<file path="src/rtl/psum_buf_sched_pkg.sv">
// Shared definitions for the partial-sum buffer port scheduler.
package psum_buf_sched_pkg;

   localparam int STATE_W = 3;

   typedef enum logic [STATE_W-1:0] {
      S_IDLE  = 3'd0,
      S_CLEAR = 3'd1,
      S_ACCUM = 3'd2,
      S_DRAIN = 3'd3,
      S_DONE  = 3'd4
   } state_t;

endpackage

</file>
<file path="src/rtl/psum_sched_fifo.sv">
// Small synchronous skid FIFO that holds drained words until the output stream accepts them.
module psum_sched_fifo #(
   parameter int WIDTH = 32,
   parameter int DEPTH = 4
) (
   input  logic                       clk,
   input  logic                       rst,
   input  logic                       push,
   input  logic                       pop,
   input  logic [WIDTH-1:0]           din,
   output logic [WIDTH-1:0]           dout,
   output logic                       empty,
   output logic [$clog2(DEPTH+1)-1:0] count
);

   localparam int PW = (DEPTH > 1) ? $clog2(DEPTH) : 1;
   localparam int CW = $clog2(DEPTH+1);

   logic [WIDTH-1:0] mem [DEPTH];
   logic [PW-1:0]    wr_ptr;
   logic [PW-1:0]    rd_ptr;

   function automatic logic [PW-1:0] ptr_next(input logic [PW-1:0] p);
      if (p == PW'(DEPTH-1)) begin
         return '0;
      end else begin
         return p + PW'(1);
      end
   endfunction

   // Storage, pointers and occupancy; the caller never pushes when full or pops when empty.
   always_ff @(posedge clk or posedge rst) begin
      if (rst) begin
         wr_ptr <= '0;
         rd_ptr <= '0;
         count  <= '0;
         for (int i = 0; i < DEPTH; i++) begin
            mem[i] <= '0;
         end
      end else begin
         if (push) begin
            mem[wr_ptr] <= din;
            wr_ptr      <= ptr_next(wr_ptr);
         end
         if (pop) begin
            rd_ptr <= ptr_next(rd_ptr);
         end
         case ({push, pop})
            2'b10:   count <= count + CW'(1);
            2'b01:   count <= count - CW'(1);
            default: count <= count;
         endcase
      end
   end

   assign dout  = mem[rd_ptr];
   assign empty = (count == '0);

endmodule

</file>
<file path="src/rtl/psum_buf_sched.sv">
// Owns the single psum buffer port for one layer pass: zero-clear, accumulator passthrough, then drain to a stream.
module psum_buf_sched
   import psum_buf_sched_pkg::*;
#(
   parameter int DATA_WIDTH = 32,
   parameter int ADDR_WIDTH = 32,
   parameter int REG_WIDTH  = 32,
   parameter int MEM_DELAY  = 2,
   parameter int FIFO_DEPTH = 4
) (
   input  logic                  clk,
   input  logic                  rst,
   input  logic                  i_start,
   input  logic [REG_WIDTH-1:0]  i_conf_numwords,
   input  logic                  i_accum_done,
   input  logic [ADDR_WIDTH-1:0] acc_wadd,
   input  logic                  acc_wren,
   input  logic [DATA_WIDTH-1:0] acc_idat,
   input  logic [ADDR_WIDTH-1:0] acc_radd,
   input  logic                  acc_rden,
   output logic [DATA_WIDTH-1:0] acc_odat,
   output logic                  acc_ovld,
   output logic [ADDR_WIDTH-1:0] mem_wadd,
   output logic                  mem_wren,
   output logic [DATA_WIDTH-1:0] mem_idat,
   output logic [ADDR_WIDTH-1:0] mem_radd,
   output logic                  mem_rden,
   input  logic [DATA_WIDTH-1:0] mem_odat,
   input  logic                  mem_ovld,
   output logic [DATA_WIDTH-1:0] o_dat,
   output logic                  o_vld,
   output logic                  o_last,
   input  logic                  i_rdy,
   output logic                  o_busy,
   output logic                  o_done,
   output logic                  o_err_conflict,
   output logic [STATE_W-1:0]    o_state
);

   localparam int CW = $clog2(FIFO_DEPTH+1);

   state_t                state;
   logic [REG_WIDTH-1:0]  n_words;
   logic [REG_WIDTH-1:0]  clr_cnt;
   logic [REG_WIDTH-1:0]  rd_cnt;
   logic [REG_WIDTH-1:0]  pop_cnt;
   logic [CW-1:0]         inflight;
   logic [CW-1:0]         fifo_count;
   logic [CW:0]           credit_used;
   logic [DATA_WIDTH-1:0] fifo_dout;
   logic                  fifo_empty;
   logic                  fifo_push;
   logic                  fifo_pop;
   logic                  drain_rden;
   logic                  n_zero;
   logic                  last_clear;
   logic                  last_pop;
   logic                  err;

   assign n_zero      = (n_words == '0);
   assign last_clear  = (clr_cnt == n_words - REG_WIDTH'(1));
   assign last_pop    = (pop_cnt == n_words - REG_WIDTH'(1));
   // Reads in flight plus words parked in the FIFO can never exceed its depth, so pushes never overflow.
   assign credit_used = {1'b0, inflight} + {1'b0, fifo_count};
   assign drain_rden  = (state == S_DRAIN) && (rd_cnt < n_words) &&
                        (credit_used < (CW+1)'(FIFO_DEPTH));
   assign fifo_push   = (state == S_DRAIN) && mem_ovld;
   assign o_vld       = (state == S_DRAIN) && !fifo_empty;
   assign fifo_pop    = o_vld && i_rdy;

   psum_sched_fifo #(
      .WIDTH (DATA_WIDTH),
      .DEPTH (FIFO_DEPTH)
   ) u_fifo (
      .clk   (clk),
      .rst   (rst),
      .push  (fifo_push),
      .pop   (fifo_pop),
      .din   (mem_odat),
      .dout  (fifo_dout),
      .empty (fifo_empty),
      .count (fifo_count)
   );

   // Memory port mux: the scheduler drives it except during ACCUM, where the accumulator owns it.
   always_comb begin
      mem_wadd = '0;
      mem_wren = 1'b0;
      mem_idat = '0;
      mem_radd = '0;
      mem_rden = 1'b0;
      acc_odat = '0;
      acc_ovld = 1'b0;
      case (state)
         S_CLEAR: begin
            if (!n_zero) begin
               mem_wren = 1'b1;
               mem_wadd = ADDR_WIDTH'(clr_cnt);
            end else begin
               mem_wren = 1'b0;
            end
         end
         S_ACCUM: begin
            mem_wadd = acc_wadd;
            mem_wren = acc_wren;
            mem_idat = acc_idat;
            mem_radd = acc_radd;
            mem_rden = acc_rden;
            acc_odat = mem_odat;
            acc_ovld = mem_ovld;
         end
         S_DRAIN: begin
            mem_rden = drain_rden;
            mem_radd = ADDR_WIDTH'(rd_cnt);
         end
         default: begin
            mem_rden = 1'b0;
         end
      endcase
   end

   // Phase sequencing, drain counters and the sticky port-conflict flag.
   always_ff @(posedge clk or posedge rst) begin
      if (rst) begin
         state    <= S_IDLE;
         n_words  <= '0;
         clr_cnt  <= '0;
         rd_cnt   <= '0;
         pop_cnt  <= '0;
         inflight <= '0;
         err      <= 1'b0;
      end else begin
         if ((state != S_ACCUM) && (acc_wren || acc_rden)) begin
            err <= 1'b1;
         end
         case ({drain_rden, fifo_push})
            2'b10:   inflight <= inflight + CW'(1);
            2'b01:   inflight <= inflight - CW'(1);
            default: inflight <= inflight;
         endcase
         if (drain_rden) begin
            rd_cnt <= rd_cnt + REG_WIDTH'(1);
         end
         if (fifo_pop) begin
            pop_cnt <= pop_cnt + REG_WIDTH'(1);
         end
         case (state)
            S_IDLE: begin
               if (i_start) begin
                  n_words  <= i_conf_numwords;
                  clr_cnt  <= '0;
                  rd_cnt   <= '0;
                  pop_cnt  <= '0;
                  inflight <= '0;
                  state    <= S_CLEAR;
               end
            end
            S_CLEAR: begin
               if (n_zero || last_clear) begin
                  state <= S_ACCUM;
               end else begin
                  clr_cnt <= clr_cnt + REG_WIDTH'(1);
               end
            end
            S_ACCUM: begin
               if (i_accum_done) begin
                  state <= S_DRAIN;
               end
            end
            S_DRAIN: begin
               if (n_zero || (fifo_pop && last_pop)) begin
                  state <= S_DONE;
               end
            end
            S_DONE:  state <= S_IDLE;
            default: state <= S_IDLE;
         endcase
      end
   end

   assign o_dat          = o_vld ? fifo_dout : '0;
   assign o_last         = o_vld && last_pop;
   assign o_busy         = (state != S_IDLE);
   assign o_done         = (state == S_DONE);
   assign o_err_conflict = err;
   assign o_state        = state;

endmodule

</file>
<file path="config.mk">
export PLATFORM = sky130hd
export DESIGN_NAME = psum_buf_sched
export DESIGN_NICKNAME = d
export VERILOG_FILES = /design/src/rtl/psum_buf_sched_pkg.sv /design/src/rtl/psum_sched_fifo.sv /design/src/rtl/psum_buf_sched.sv
export SDC_FILE = /design/constraint.sdc
export NUM_CORES = 1
export LEC_CHECK = 0
export ABC_AREA = 1
export CORE_UTILIZATION = 55
export CTS_BUF_LIST = sky130_fd_sc_hd__clkbuf_4 sky130_fd_sc_hd__clkbuf_8
export DETAILED_ROUTE_END_ITERATION = 8
export DONT_BUFFER_PORTS = 1
export GPL_ROUTABILITY_DRIVEN = 0
export HOLD_SLACK_MARGIN = 0.02
export PLACE_DENSITY = 0.77
export SLEW_MARGIN = 40
export SYNTH_ARGS = -nofsm -noshare
export SYNTH_HDL_FRONTEND = slang
export SYNTH_SLANG_ARGS = --single-unit
</file>
<file path="constraint.sdc">
create_clock -name clk -period 8.8 [get_ports clk]
set_input_delay 1.76 -clock clk [delete_from_list [all_inputs] [get_ports clk]]
set_output_delay 1.76 -clock clk [all_outputs]
set_load 0.005 [all_outputs]
</file>
==> metrics.cfg <==
[clock_network]
cts_tree=yes
post-cts-setup-buffers=0
worstSkewPairLatency_ns=0.61
clk_pin_slew_ns=0.06
h-tree-depth=2
cts-buffers-inserted=48
cts_root_buf=clkbuf_8
ctsHoldBuffers=0
clockBufferDepth=3
cts_resized=0
cts.sinks=270

[routing]
vias=18000
drtIter0Drc=2048
wl_mm=57.7
ant_nets=0
drt-wirelength-per-cell_um=19.0
routed_via_density=5.93
drcViolationCount=0
dr.pass1.iters=5

[setup_path]
path_cells=inv_2 > ha_1 > nand2_2 > nor2_2 > nand2_1 > nor2_1 > nand2_1 > nand3_1 > nand2_1 > nor2_1 > nand2_1 > nor2_1 > nand3_1 > nor2_1
path_class=reg -> out
cp_top_family=simple AND/OR/NAND/NOR gates
cp_num_buf_inv=1
end_kind=output pin
critical_path_arrival_ns=3.61
critPathLaunchType=flip-flop
cp_slowest_cell=dfrtp_1
crit_fanout=11
slowest_delay_ns=0.42
crit_required_ns=7.04

[grt]
grt_pass1_vias=16800
grt_pass1_wl_mm=90.3
grtUsageTotal_pct=35.0
grt-ovfl-total=0
antenna_found_initial=3
grt_max_degree=94

[timing]
setup_viol=0
fin_crit_sh_pct=61.0
tns_ns=0
finClkSkew_ns=0.0485
finalMaxSlewViolations=0
rsz0062_at_grt=false
clock.fmax_ghz=0.186
fin_crit_ns=5.37
fin_ws_ns=3.43
slew_headroom_pct=39.9
worstMarginPinSlew_ns=0.898
hold_viol_final=0

[synthesis]
yosys_register_bits=270
syn_inst=2640
ys_warn_count=0
synth_flop_cell=dfrtp_1
postSynthAreaPerCell_um2=6.68
synth_edf_count=0
yosysUniqueCellTypes=45
seq_area_frac_synth_pct=38.3
netlist_area_um2=17600
ys_async_sr_fraction_pct=100
synth_nets=2855

[pwr]
combPwrFrac_pct=1.9
p_per_area_nw_per_um2=136
seq_power_share_pct=48.4
internal_power_uw=1970
vdd.ir_drop.worst_mv=0.113
swShare_pct=23.3
switching_power_uw=601
p_leak_uw=0.00930
clockPowerShare_pct=49.8

[die]
coreArea_um2=31600
die_w_um=181
initial_utilization_pct=55.9
rows=65
die_area_um2=32800
dieHeight_um=181
ios=339

[worst_hold_path]
hp-class=reg -> reg

[placement]
place.port_buffers=0
dp_hpwl_mm=41.8
pre_cts_ws_ns=4.04

[finish]
drive_gt1_share_pct=5.93
final_nets=2811
syn_to_final_growth_pct=7.37

[job]
drv_cap=0

[status]
status=finished, final reports clean

[worst reg2reg max path: stages (launching register included)]
cell     delay, ns
dfrtp_1       0.42
inv_2         0.18
ha_1          0.29
nand2_2       0.14
nor2_2        0.38
nand2_1       0.20
nor2_1        0.25
nand2_1       0.11
nand3_1       0.11
nand2_1       0.05
nor2_1        0.16
nand2_1       0.10
nor2_1        0.13
nand3_2       0.15
nand2_1       0.15
nand2_2       0.39
nand2_4       0.49
nand2_1       0.11
nand2_1       0.08
[power groups by stage]
| stage | registers, uW | logic, uW | clock network (uW) |
|---|---|---|---|
| 2_1_floorplan | 1270 | 31.7 | 0 |
| 3_3_place_gp | 1270 | 47.1 | 0 |
| 3_5_place_dp | 1270 | 49.2 | 0 |
| 4_1_cts | 1240 | 49.4 | 1290 |
| 5_1_grt | 1240 | 54.5 | 1350 |
| 6_report | 1240 | 47.8 | 1280 |
[cell usage after synthesis, types with 2 or more instances]
master / instances / area [um2]
nand2_1: 690 / 2590
nor2_1: 429 / 1610
o21ai_0: 324 / 1620
dfrtp_1: 270 / 6760
inv_1: 265 / 995
nand3_1: 172 / 861
a21oi_1: 92 / 460
clkbuf_1: 80 / 300
xor2_1: 52 / 455
nor3_1: 50 / 250
nand4_1: 48 / 300
ha_1: 45 / 563
buf_1: 16 / 60.1
nor4_1: 15 / 93.8
nand2_2: 12 / 75.1
nor2_2: 9 / 56.3
a22o_1: 7 / 61.3
inv_2: 7 / 26.3
nor2_4: 6 / 67.6
buf_2: 5 / 25.0
o21a_1: 5 / 37.5
buf_6: 4 / 45.0
nand3b_1: 4 / 30.0
a31oi_1: 3 / 18.8
clkinv_1: 3 / 11.3
o21ai_1: 3 / 15.0
a211oi_1: 2 / 15.0
fa_1: 2 / 40.0
nand2_4: 2 / 22.5
nor3_4: 2 / 32.5
xnor2_1: 2 / 17.5
[routing by layer]
metal  GRT usage (%)  vias to the layer above  part of all wire [%]
met5               0                        -                     0
met4            22.3                        0                   6.5
met3            6.85                      221                   9.9
met2            55.8                     1044                    46
met1            43.5                     8336                    38
li1                -                     8417                     -
[cells by family after synthesis]
logic type | Yosys count | synth area share [%]
xor gates and xnor gates | 54 | 2.68
and+or+nand+nor | 1446 | 34.3
buffers and inverters | 381 | 8.33
adders and majority gates | 47 | 3.42
AOI/OAI and AO/OA | 442 | 12.9
DFF | 270 | 38.3
[flip-flops by register name (all words and copies together), names as in the netlist]
| register | cells |
|---|---|
| clr_cnt | 32 |
| inflight | 3 |
| n_words | 32 |
| o_err_conflict | 1 |
| o_state | 3 |
| pop_cnt | 32 |
| rd_cnt | 32 |
| u_fifo.count | 3 |
| u_fifo.mem | 128 |
| u_fifo.rd_ptr | 2 |
| u_fifo.wr_ptr | 2 |
[layout by cell type, fill, tap and decap left out, types with 3 or more instances in the layout]
master      n
xor2_1     52
nand3b_1    4
nand3_1   172
clkbuf_8   65
a22o_1      7
a21oi_1    92
ha_1       45
inv_1     259
clkinv_2    3
nor4_1     14
nor3_1     50
clkbuf_4   16
nand2_4     6
a31oi_1     3
nor2_2     11
nand2_1   686
nand2_2    12
inv_2      11
clkinv_1    3
o21a_1      5
o21ai_0   324
nor2_1    425
dfrtp_1   269
diode_2     3
nor2_4      8
o21ai_1     3
nand4_1    48
buf_4       9
[metrics by stage]
stage / cell area (um2) / util [%] / std cells / power [uW] / hold slack [ns]
CTS: 18900 / 60.0 / 3034 / 2590 / 0.482
floorplan: 17600 / - / 2640 / 1300 / 0.448
global placement: 17800 / 56.5 / 2948 / 1310 / 0.461
global route: 18900 / 60.0 / 3037 / 2650 / 0.500
detailed placement: 17900 / 56.6 / 2948 / 1320 / 0.468
finish: 18900 / 60.0 / 3037 / 2570 / 0.477
[worst paths after layout]
check,start,endpoint,slack [ns],cells past startpoint
worst max-delay path,n_words[0],o_last,3.43,14
worst min register to register,u_fifo.mem[30],u_fifo.mem[30],0.48,2
min in group asynchronous,rst,u_fifo.mem[68],1.11,1
max in group asynchronous,rst,clr_cnt[25],5.94,3
worst min-delay path,u_fifo.mem[30],u_fifo.mem[30],0.48,2
worst max register to register,n_words[0],clr_cnt[25],4.83,18
[layout make-up]
type | count | area, um2
clock inverters | 6 | 58.8
repair buffers | 12 | 104
well taps | 402 | 503
multi-input cells | 1989 | 9470
clock buffers | 80 | 1000
fillers | 2961 | 12600
flip-flops and latches | 270 | 6760
inverters | 275 | 1040
diodes | 3 | 7.51
Power figures use the tool's default switching activity.
